File: src/rtl/tile_row_drawer_pkg.sv
// Shared geometry, colour codes and FSM encoding for the tile row drawer.
// A band is BAND_H full-width lines; the screen holds NUM_BANDS of them.
package tile_row_drawer_pkg;

  localparam int unsigned SCREEN_W  = 160;
  localparam int unsigned SCREEN_H  = 120;
  localparam int unsigned LANE_W    = 40;
  localparam int unsigned BAND_H    = 3;
  localparam int unsigned NUM_BANDS = 40;

  localparam logic [2:0] COL_BLACK   = 3'b000;
  localparam logic [2:0] COL_WHITE   = 3'b111;
  localparam logic [2:0] COL_DIVIDER = 3'b001;

  typedef enum logic [1:0] {
    StIdle = 2'd0,
    StDraw = 2'd1,
    StDone = 2'd2
  } state_e;

  // First line of a band: 3 * band index, done as shift-and-add.
  function automatic logic [6:0] band_y(input logic [5:0] band);
    logic [6:0] b7;
    b7 = {1'b0, band};
    return (b7 << 1) + b7;
  endfunction

endpackage

File: src/rtl/band_pixel_counter.sv
// Walks x across the screen and y down the band; flags the final pixel.
// Loading takes priority over stepping; stepping is suppressed on the last pixel.
module band_pixel_counter
  import tile_row_drawer_pkg::*;
(
  input  logic       clk_i,
  input  logic       rst_i,
  input  logic       load_i,
  input  logic       step_i,
  input  logic [6:0] y_start_i,
  input  logic [6:0] y_last_i,
  output logic [7:0] x_o,
  output logic [6:0] y_o,
  output logic [7:0] x_next_o,
  output logic       last_o
);

  logic [7:0] x_q, x_d;
  logic [6:0] y_q, y_d;
  logic       x_end;

  assign x_end  = (x_q == 8'(SCREEN_W - 1));
  assign last_o = x_end && (y_q == y_last_i);

  always_comb begin
    x_d = x_q;
    y_d = y_q;
    if (load_i) begin
      x_d = 8'd0;
      y_d = y_start_i;
    end else if (step_i && !last_o) begin
      if (x_end) begin
        x_d = 8'd0;
        y_d = y_q + 7'd1;
      end else begin
        x_d = x_q + 8'd1;
      end
    end
  end

  always_ff @(posedge clk_i) begin
    if (rst_i) begin
      x_q <= 8'd0;
      y_q <= 7'd0;
    end else begin
      x_q <= x_d;
      y_q <= y_d;
    end
  end

  assign x_o      = x_q;
  assign y_o      = y_q;
  assign x_next_o = x_d;

endmodule

File: src/rtl/tile_row_drawer.sv
// Draws one 160x3 band of lane tiles, one registered pixel per cycle.
// Handshake: draw_go is a level request; draw_done holds until draw_go falls.
module tile_row_drawer
  import tile_row_drawer_pkg::*;
(
  input  logic       clock,
  input  logic       reset,
  input  logic       draw_go,
  input  logic [5:0] offset,
  input  logic [3:0] tile_pattern,
  output logic [7:0] x,
  output logic [6:0] y,
  output logic [2:0] colour,
  output logic       plot,
  output logic       draw_done
);

  state_e     state_q, state_d;
  logic [3:0] pattern_q, pattern_d;
  logic [5:0] offset_q, offset_d;
  logic [2:0] colour_q, colour_d;
  logic       plot_q, plot_d;
  logic       done_q, done_d;
  logic       cnt_load, cnt_step, cnt_last;
  logic [7:0] x_next;

  // Divider on each lane's first column, otherwise the lane's tile colour.
  function automatic logic [2:0] lane_colour(input logic [7:0] px, input logic [3:0] pat);
    logic [1:0] lane;
    logic [7:0] base;
    if (px < 8'(LANE_W)) begin
      lane = 2'd0;
      base = 8'd0;
    end else if (px < 8'(2 * LANE_W)) begin
      lane = 2'd1;
      base = 8'(LANE_W);
    end else if (px < 8'(3 * LANE_W)) begin
      lane = 2'd2;
      base = 8'(2 * LANE_W);
    end else begin
      lane = 2'd3;
      base = 8'(3 * LANE_W);
    end
    if (px == base) return COL_DIVIDER;
    return pat[lane] ? COL_BLACK : COL_WHITE;
  endfunction

  band_pixel_counter u_counter (
    .clk_i     (clock),
    .rst_i     (reset),
    .load_i    (cnt_load),
    .step_i    (cnt_step),
    .y_start_i (band_y(offset)),
    .y_last_i  (band_y(offset_q) + 7'(BAND_H - 1)),
    .x_o       (x),
    .y_o       (y),
    .x_next_o  (x_next),
    .last_o    (cnt_last)
  );

  always_comb begin
    state_d   = state_q;
    pattern_d = pattern_q;
    offset_d  = offset_q;
    colour_d  = colour_q;
    plot_d    = 1'b0;
    done_d    = 1'b0;
    cnt_load  = 1'b0;
    cnt_step  = 1'b0;

    unique case (state_q)
      StIdle: begin
        if (draw_go) begin
          if (offset <= 6'(NUM_BANDS - 1)) begin
            state_d   = StDraw;
            pattern_d = tile_pattern;
            offset_d  = offset;
            cnt_load  = 1'b1;
            plot_d    = 1'b1;
          end else begin
            state_d = StDone;
            done_d  = 1'b1;
          end
        end
      end
      StDraw: begin
        if (!draw_go) begin
          state_d = StIdle;
        end else if (cnt_last) begin
          state_d = StDone;
          done_d  = 1'b1;
        end else begin
          cnt_step = 1'b1;
          plot_d   = 1'b1;
        end
      end
      StDone: begin
        if (draw_go) begin
          done_d = 1'b1;
        end else begin
          state_d = StIdle;
        end
      end
      default: state_d = StIdle;
    endcase

    // Colour tracks the pixel the counter will present next cycle.
    if (plot_d) begin
      colour_d = lane_colour(x_next, pattern_d);
    end
  end

  always_ff @(posedge clock) begin
    if (reset) begin
      state_q   <= StIdle;
      pattern_q <= 4'd0;
      offset_q  <= 6'd0;
      colour_q  <= COL_BLACK;
      plot_q    <= 1'b0;
      done_q    <= 1'b0;
    end else begin
      state_q   <= state_d;
      pattern_q <= pattern_d;
      offset_q  <= offset_d;
      colour_q  <= colour_d;
      plot_q    <= plot_d;
      done_q    <= done_d;
    end
  end

  assign colour    = colour_q;
  assign plot      = plot_q;
  assign draw_done = done_q;

endmodule
File: config.mk
export PLATFORM = sky130hd
export DESIGN_NAME = tile_row_drawer
export DESIGN_NICKNAME = d
export VERILOG_FILES = /design/src/rtl/tile_row_drawer_pkg.sv /design/src/rtl/band_pixel_counter.sv /design/src/rtl/tile_row_drawer.sv
export SDC_FILE = /design/constraint.sdc
export NUM_CORES = 1
export LEC_CHECK = 0
export ABC_CLOCK_PERIOD_IN_PS = 3900
export BUFFER_PORTS_ARGS = -buffer_cell sky130_fd_sc_hd__buf_4
export CORE_MARGIN = 5
export CORE_UTILIZATION = 40
export CTS_BUF_LIST = sky130_fd_sc_hd__clkbuf_8
export DETAILED_ROUTE_END_ITERATION = 7
export GPL_TIMING_DRIVEN = 0
export PLACE_DENSITY = 0.57
export SYNTH_ARGS = -nofsm -noshare
export SYNTH_HDL_FRONTEND = slang
export SYNTH_SLANG_ARGS = --single-unit
File: constraint.sdc
create_clock -name clock -period 3.9 [get_ports clock]
set_input_delay 0.39 -clock clock [delete_from_list [all_inputs] [get_ports clock]]
set_output_delay 0.39 -clock clock [all_outputs]
set_load 0.02 [all_outputs]
# Word-level counts from Yosys, hierarchy flattened
# Cells that the tools add are included.
[totals]
ff_bits = 32
wordCells = 78
output_inout_bits = 20
input_bits = 13
[op_classes]
n_addsub = 5
n_lt_le_gt_ge = 5
n_reduce_logical = 9
n_eq_ne = 8
n_mux = 43
[op_table]
columns = ["cell", "count"]
rows = [
  ["7-bit two-way mux", 5],
  ["8-bit two-way mux", 4],
  ["8-bit by 7-bit < comparator with 1-bit output, second input constant", 2],
  ["2-bit two-way mux", 8],
  ["1-bit two-way mux", 15],
  ["7-bit by 6-bit adder with 7-bit output", 2],
  ["4-bit two-way mux", 3],
  ["3-bit two-way mux", 3],
  ["8-bit by 1-bit adder with 8-bit output, second input constant", 1],
  ["8-bit == test", 1],
  ["8-bit == test, second input constant", 1],
  ["8-bit by 6-bit < comparator with 1-bit output, second input constant", 1],
  ["7-bit by 1-bit adder with 7-bit output, second input constant", 1],
  ["7-bit by 2-bit adder with 7-bit output, second input constant", 1],
  ["7-bit == test", 1],
  ["6-bit <= comparator, second input constant", 1],
  ["6-bit two-way mux", 1],
  ["2-bit case mux with 3 select lines", 1],
  ["3-bit AND reduction", 2],
  ["2-bit inequality test, second input constant", 2],
  ["2-bit nonzero test", 2],
  ["2-bit by 3-bit < comparator with 1-bit output, second input constant", 1],
  ["3-bit by 2-bit inequality test with 1-bit output, second input constant", 1],
  ["1-bit case mux with 3 select lines", 1],
  ["other kinds (8)", 9],
]

# Logic depth before layout (Yosys ltp)
[depth]
ltp_word = 19
ltp_mapped = 14
depth_no_buf = 14

# Modules after synthesis
# From an unflattened synthesis, not the netlist that was laid out.
[unflattened]
hier_cells = 258
hier_area_um2 = 2179.6
[modules_own_cells]
columns = ["module", "cells_each", "instances", "seq_area_each_um2", "area_each_um2"]
rows = [
  ["tile_row_drawer", 138, 1, 320.3, 1198.6],
  ["band_pixel_counter", 120, 1, 300.3, 980.9],
]

# Worst setup path before layout
# No wires, ideal clock.
[synth_timing]
path_kind = "reg-to-reg"
startpoint = "register offset_q[1]"
endpoint = "register colour_q[1] (netlist: colour[1])"
stages_incl_launch_ff = 13
required_time_ps = 3809
path_buffers = 0
arrival_ps = 3445
setup_ps = 91
setup_slack_ps = 364
cell_sequence = "dfxtp_1 ha_1 ha_1 fa_1 xnor2_1 nand4_1 nor4b_4 nand3_4 a211oi_4 nand3_1 a32o_1 or3_1 a311oi_1"
[synth_between]
elab_chain_len = 19
word_cells_on_any_way = 30
cone_classes = "2 x add/sub; 3 x order compare; 2 x eq/ne; 20 x mux; 3 x reduce/logical"
[synth_rtl]
columns = ["item", "line_no", "source"]
rows = [
  ["start, declared", "tile_row_drawer.sv:20", "logic [5:0] offset_q, offset_d;"],
  ["start signal, assigned", "tile_row_drawer.sv:124", "offset_q <= offset_d;"],
  ["7-bit by 6-bit adder with 7-bit output (*)", "tile_row_drawer_pkg.sv:25", "return (b7 << 1) + b7;"],
  ["7-bit by 2-bit adder with 7-bit output (*)", "tile_row_drawer.sv:54", ".y_last_i (band_y(offset_q) + 7'(BAND_H - 1)),"],
  ["7-bit == test (*)", "band_pixel_counter.sv:23", "assign last_o = x_end && (y_q == y_last_i);"],
  ["1-bit logical AND (*)", "band_pixel_counter.sv:23", ""],
  ["1-bit two-way mux", "tile_row_drawer.sv:89", "end else if (cnt_last) begin"],
  ["1-bit two-way mux", "tile_row_drawer.sv:87", "if (!draw_go) begin"],
  ["1-bit two-way mux", "tile_row_drawer.sv:71", "unique case (state_q)"],
  ["1-bit logical AND", "band_pixel_counter.sv:31", "end else if (step_i && !last_o) begin"],
  ["[3 not listed]", "n/a", ""],
  ["6-bit two-way mux or 1-bit two-way mux (tied branches)", "tile_row_drawer.sv:37", "end else if (px < 8'(3 * LANE_W)) begin"],
  ["7-bit two-way mux or 2-bit two-way mux (tied branches)", "tile_row_drawer.sv:34", "end else if (px < 8'(2 * LANE_W)) begin"],
  ["7-bit two-way mux or 2-bit two-way mux (tied branches)", "tile_row_drawer.sv:31", "if (px < 8'(LANE_W)) begin"],
  ["8-bit two-way mux or 2-bit two-way mux (tied branches)", "tile_row_drawer.sv:108", "if (plot_d) begin"],
  ["8-bit == test or 1-bit binary-select mux with 2-bit select (tied branches)", "tile_row_drawer.sv:44, tile_row_drawer.sv:45", ""],
  ["1-bit two-way mux (on tied branches)", "tile_row_drawer.sv:44, tile_row_drawer.sv:45", ""],
  ["1-bit two-way mux or 3-bit two-way mux (tied branches)", "tile_row_drawer.sv:108, tile_row_drawer.sv:45", ""],
  ["3-bit two-way mux", "tile_row_drawer.sv:45", "return pat[lane] ? COL_BLACK : COL_WHITE;"],
  ["end signal, assigned", "tile_row_drawer.sv:125", "colour_q <= colour_d;"],
  ["end, declared", "tile_row_drawer.sv:21", "logic [2:0] colour_q, colour_d;"],
]
# Mark *: on every way between the ends. The rest lies on a longest branch, timed or not. The select of a mux whose other input is x is not followed.
# A chain may end at the register's enable or synchronous reset.

# Final worst setup path
[layout_timing]
startpoint = "register offset_q[1]"
endpoint = "register colour_q[0] (netlist: colour[0])"
# The elaborated chain is that of the path after synthesis.

==> reports/results.ini <==
[place]
place.gp.congestion = 0.805
dp.cells = 343
dp_hpwl_mm = 3.69
post-place-ws_ns = -0.0117
io_buffers = 32

[floorplan]
start_util = 0.411
die-area_mm2 = 0.00679
core_mm2 = 0.00511
die_x_um = 82.4
num_rows = 26
die_h_um = 82.4
ios = 33

[grt]
antenna_found_initial = 0
gr-total-overflow = 0
grt_max_degree = 11
grt_use_total = 0.155
grt_pass1_vias = 1791
grt_pass1_wl_mm = 8.14

[drt]
vias_per_cell = 4.97
drt-total-wl_mm = 4.87
drtIter0Drc = 85
wl_per_cell_um = 13.7
vias = 1766
wl_met3_um = 141
drc = 0
wl_met1_mm = 2.29
ant_nets = 0
dr.pass1.iters = 4
highest_layer = met4
dr_wl_met2_mm = 2.39

[clock_network]
cts_buffer_depth = 2
cts_num_sinks = 31
clkSlewWorstSetupHoldPaths_ns = 0.07
clock_latency_ns = 0.28
cts_root_buf = clkbuf_8
cts-htree-levels = 2
hold_buffers = 0
cts_tree = yes
cts_made_buffers = 5

[cells_and_area]
layout.nets = 318
fill_cells = 517
fin_cells = 355
n_antenna_cell = 0
area.growth.synth_to_final_pct = 22.7
drive_above_1_share = 0.218

[sta]
slew_headroom = 0.483
setup_slack_ns = 0.151
maxSlewViolCount = 0
period_share = 0.961
finalCriticalPeriod_ns = 3.75
finClkSkew_ns = 0.00540
setup_viol = 0
tightest_slew_ns = 0.772
fmax_mhz = 267
finalHoldViolations = 0

[flow_run]
cap_viol_max_count = 0

[logic_synthesis]
synth_area_mm2 = 0.00210
ys_ff_latch = 31
ys_top_cells_by_count = dfxtp_1 (31), nor2_1 (27), a21oi_1 (25)
syn_area_per_cell_um2 = 8.70
synthArstFlopShare = 0
ys.flop_type = dfxtp_1
synth.most_common_cell = dfxtp_1
synth_edf_count = 0
yosysUniqueCellTypes = 42
netlist.area_leader.share = 0.296
ys_warn_count = 0
ys_seq_area_frac = 0.296
syn_nets = 274
synth_cells = 241
synth_top_area_cell = dfxtp_1
synth_area_leaders = dfxtp_1 (30%), ha_1 (11%), xnor2_1 (6.7%)

[power_and_ir_drop]
p_per_area_mw_per_mm2 = 309
power.leakage_nw = 1.05
ir_worst_vdd_v = 0.000154

[setup_path]
critical_path_class = reg2reg
crit_fanout = 7
required_ns = 4.09
cp-end-kind = register
arrival_ns = 3.94
worst_r2r_path_depth = 13
startpoint_type = register

[hold_path]
min_path_type = in2reg
hold_depth = 3

[status]
status = finished, final reports clean

-- final timing paths --
kind,startpoint,endpoint,slack (ns)
setup / recovery,offset_q[1],colour[0],0.15
hold / removal,tile_pattern[2],pattern_q[2],0.38
setup reg to reg,offset_q[1],colour[0],0.15
hold reg to reg,offset_q[5],offset_q[5],0.47
-- flip-flops by register name (all words and copies together) (netlist names) --
| signal | count |
|---|---|
| pattern_q | 4 |
| offset_q | 6 |
| colour | 2 |
| u_counter.y_o | 7 |
| state_q | 2 |
| plot | 1 |
| draw_done | 1 |
| u_counter.x_o | 8 |
-- worst max-delay path: stages (launching register included) --
cell and delay [ns]:
dfxtp_1 0.32, ha_1 0.30, ha_2 0.20, fa_1 0.44, xnor2_1 0.19, nand4_1 0.17
nor4b_4 0.30, buf_4 0.19, nand3_4 0.13, a211oi_4 0.42, nand3_2 0.12, a32o_1 0.24
or3_4 0.39, a311oi_2 0.25
-- where the power goes --
part	total, mW	leakage (nW)	switching (mW)	internal (mW)
sequential	0.352	0.253	0.0178	0.334
clock	0.255	0.0470	0.116	0.138
combinational	0.187	0.754	0.103	0.0843
total	0.794	1.05	0.237	0.557
-- logic make-up (layout without fill, tap and decap cells) --
| kind of cell | after synthesis | count (layout) | synth area share |
|---|---|---|---|
| muxes | 4 | 4 | 0.0191 |
| xor gates and xnor gates | 24 | 24 | 0.100 |
| and+or+nand+nor | 93 | 93 | 0.262 |
| DFF | 31 | 31 | 0.296 |
| buffers and inverters | 20 | 64 | 0.0412 |
| adders and majority gates | 20 | 20 | 0.126 |
| AOI/OAI and AO/OA | 49 | 49 | 0.155 |
-- metal layers --
metal  GRT usage  vias to the layer above
li1            -                      928
met1       0.192                      808
met2       0.270                       24
met3      0.0358                        6
met4      0.0399                        0
met5           0                        -
-- cell type report --
cell class,instances,area [um2],share of cell area
sequential,31,621,0.241
buffer,9,45.0,0.0175
clock inverter,1,5.00,0.00195
clock buffer,6,82.6,0.0321
inverter,11,41.3,0.0161
multi-input combinational,190,1410,0.549
tap,70,87.6,0.0340
timing repair buffer,37,278,0.108
-- what timing repair did --
| action | 4_1_cts | 5_1_grt |
|---|---|---|
| gates resized for setup | 0 | 6 |
| endpoints found under the setup margin | 2 | 2 |
| buffers inserted | 0 | 5 |
| pin swaps | 1 | 10 |
-- stage by stage --
stage               hold slack [ns]  instance area, um2  total power [mW]   util  TNS (ns)
floorplan                     0.440                2100             0.486      -         0
global placement              0.460                2420             0.543  0.475   -0.0221
detailed placement            0.466                2420             0.544  0.475   -0.0117
CTS                           0.368                2510             0.802  0.492         0
global route                  0.397                2570             0.841  0.504   -0.0174
finish                        0.377                2570             0.794  0.504         0
-- layout by cell type, fill, tap and decap left out, types with 3 or more instances in the layout --
cell      Yosys  routed
xnor2_1      16      16
nor4b_4       4       4
nand4_1       4       4
nor2_1       27      27
clkbuf_1      7       7
nor3b_1       3       3
buf_4         1      38
a211oi_1      5       5
mux2i_1       4       4
dfxtp_1      31      31
inv_1        11      11
or3_1         4       3
clkbuf_8      0       6
nor2b_1       5       5
ha_1         18      17
a21oi_1      25      24
nor3_1        6       6
nand3_1       4       3
o21ai_0       4       3
nand2_1      24      24
xor2_1        8       8
No activity file was read; power rests on OpenSTA's default activity.
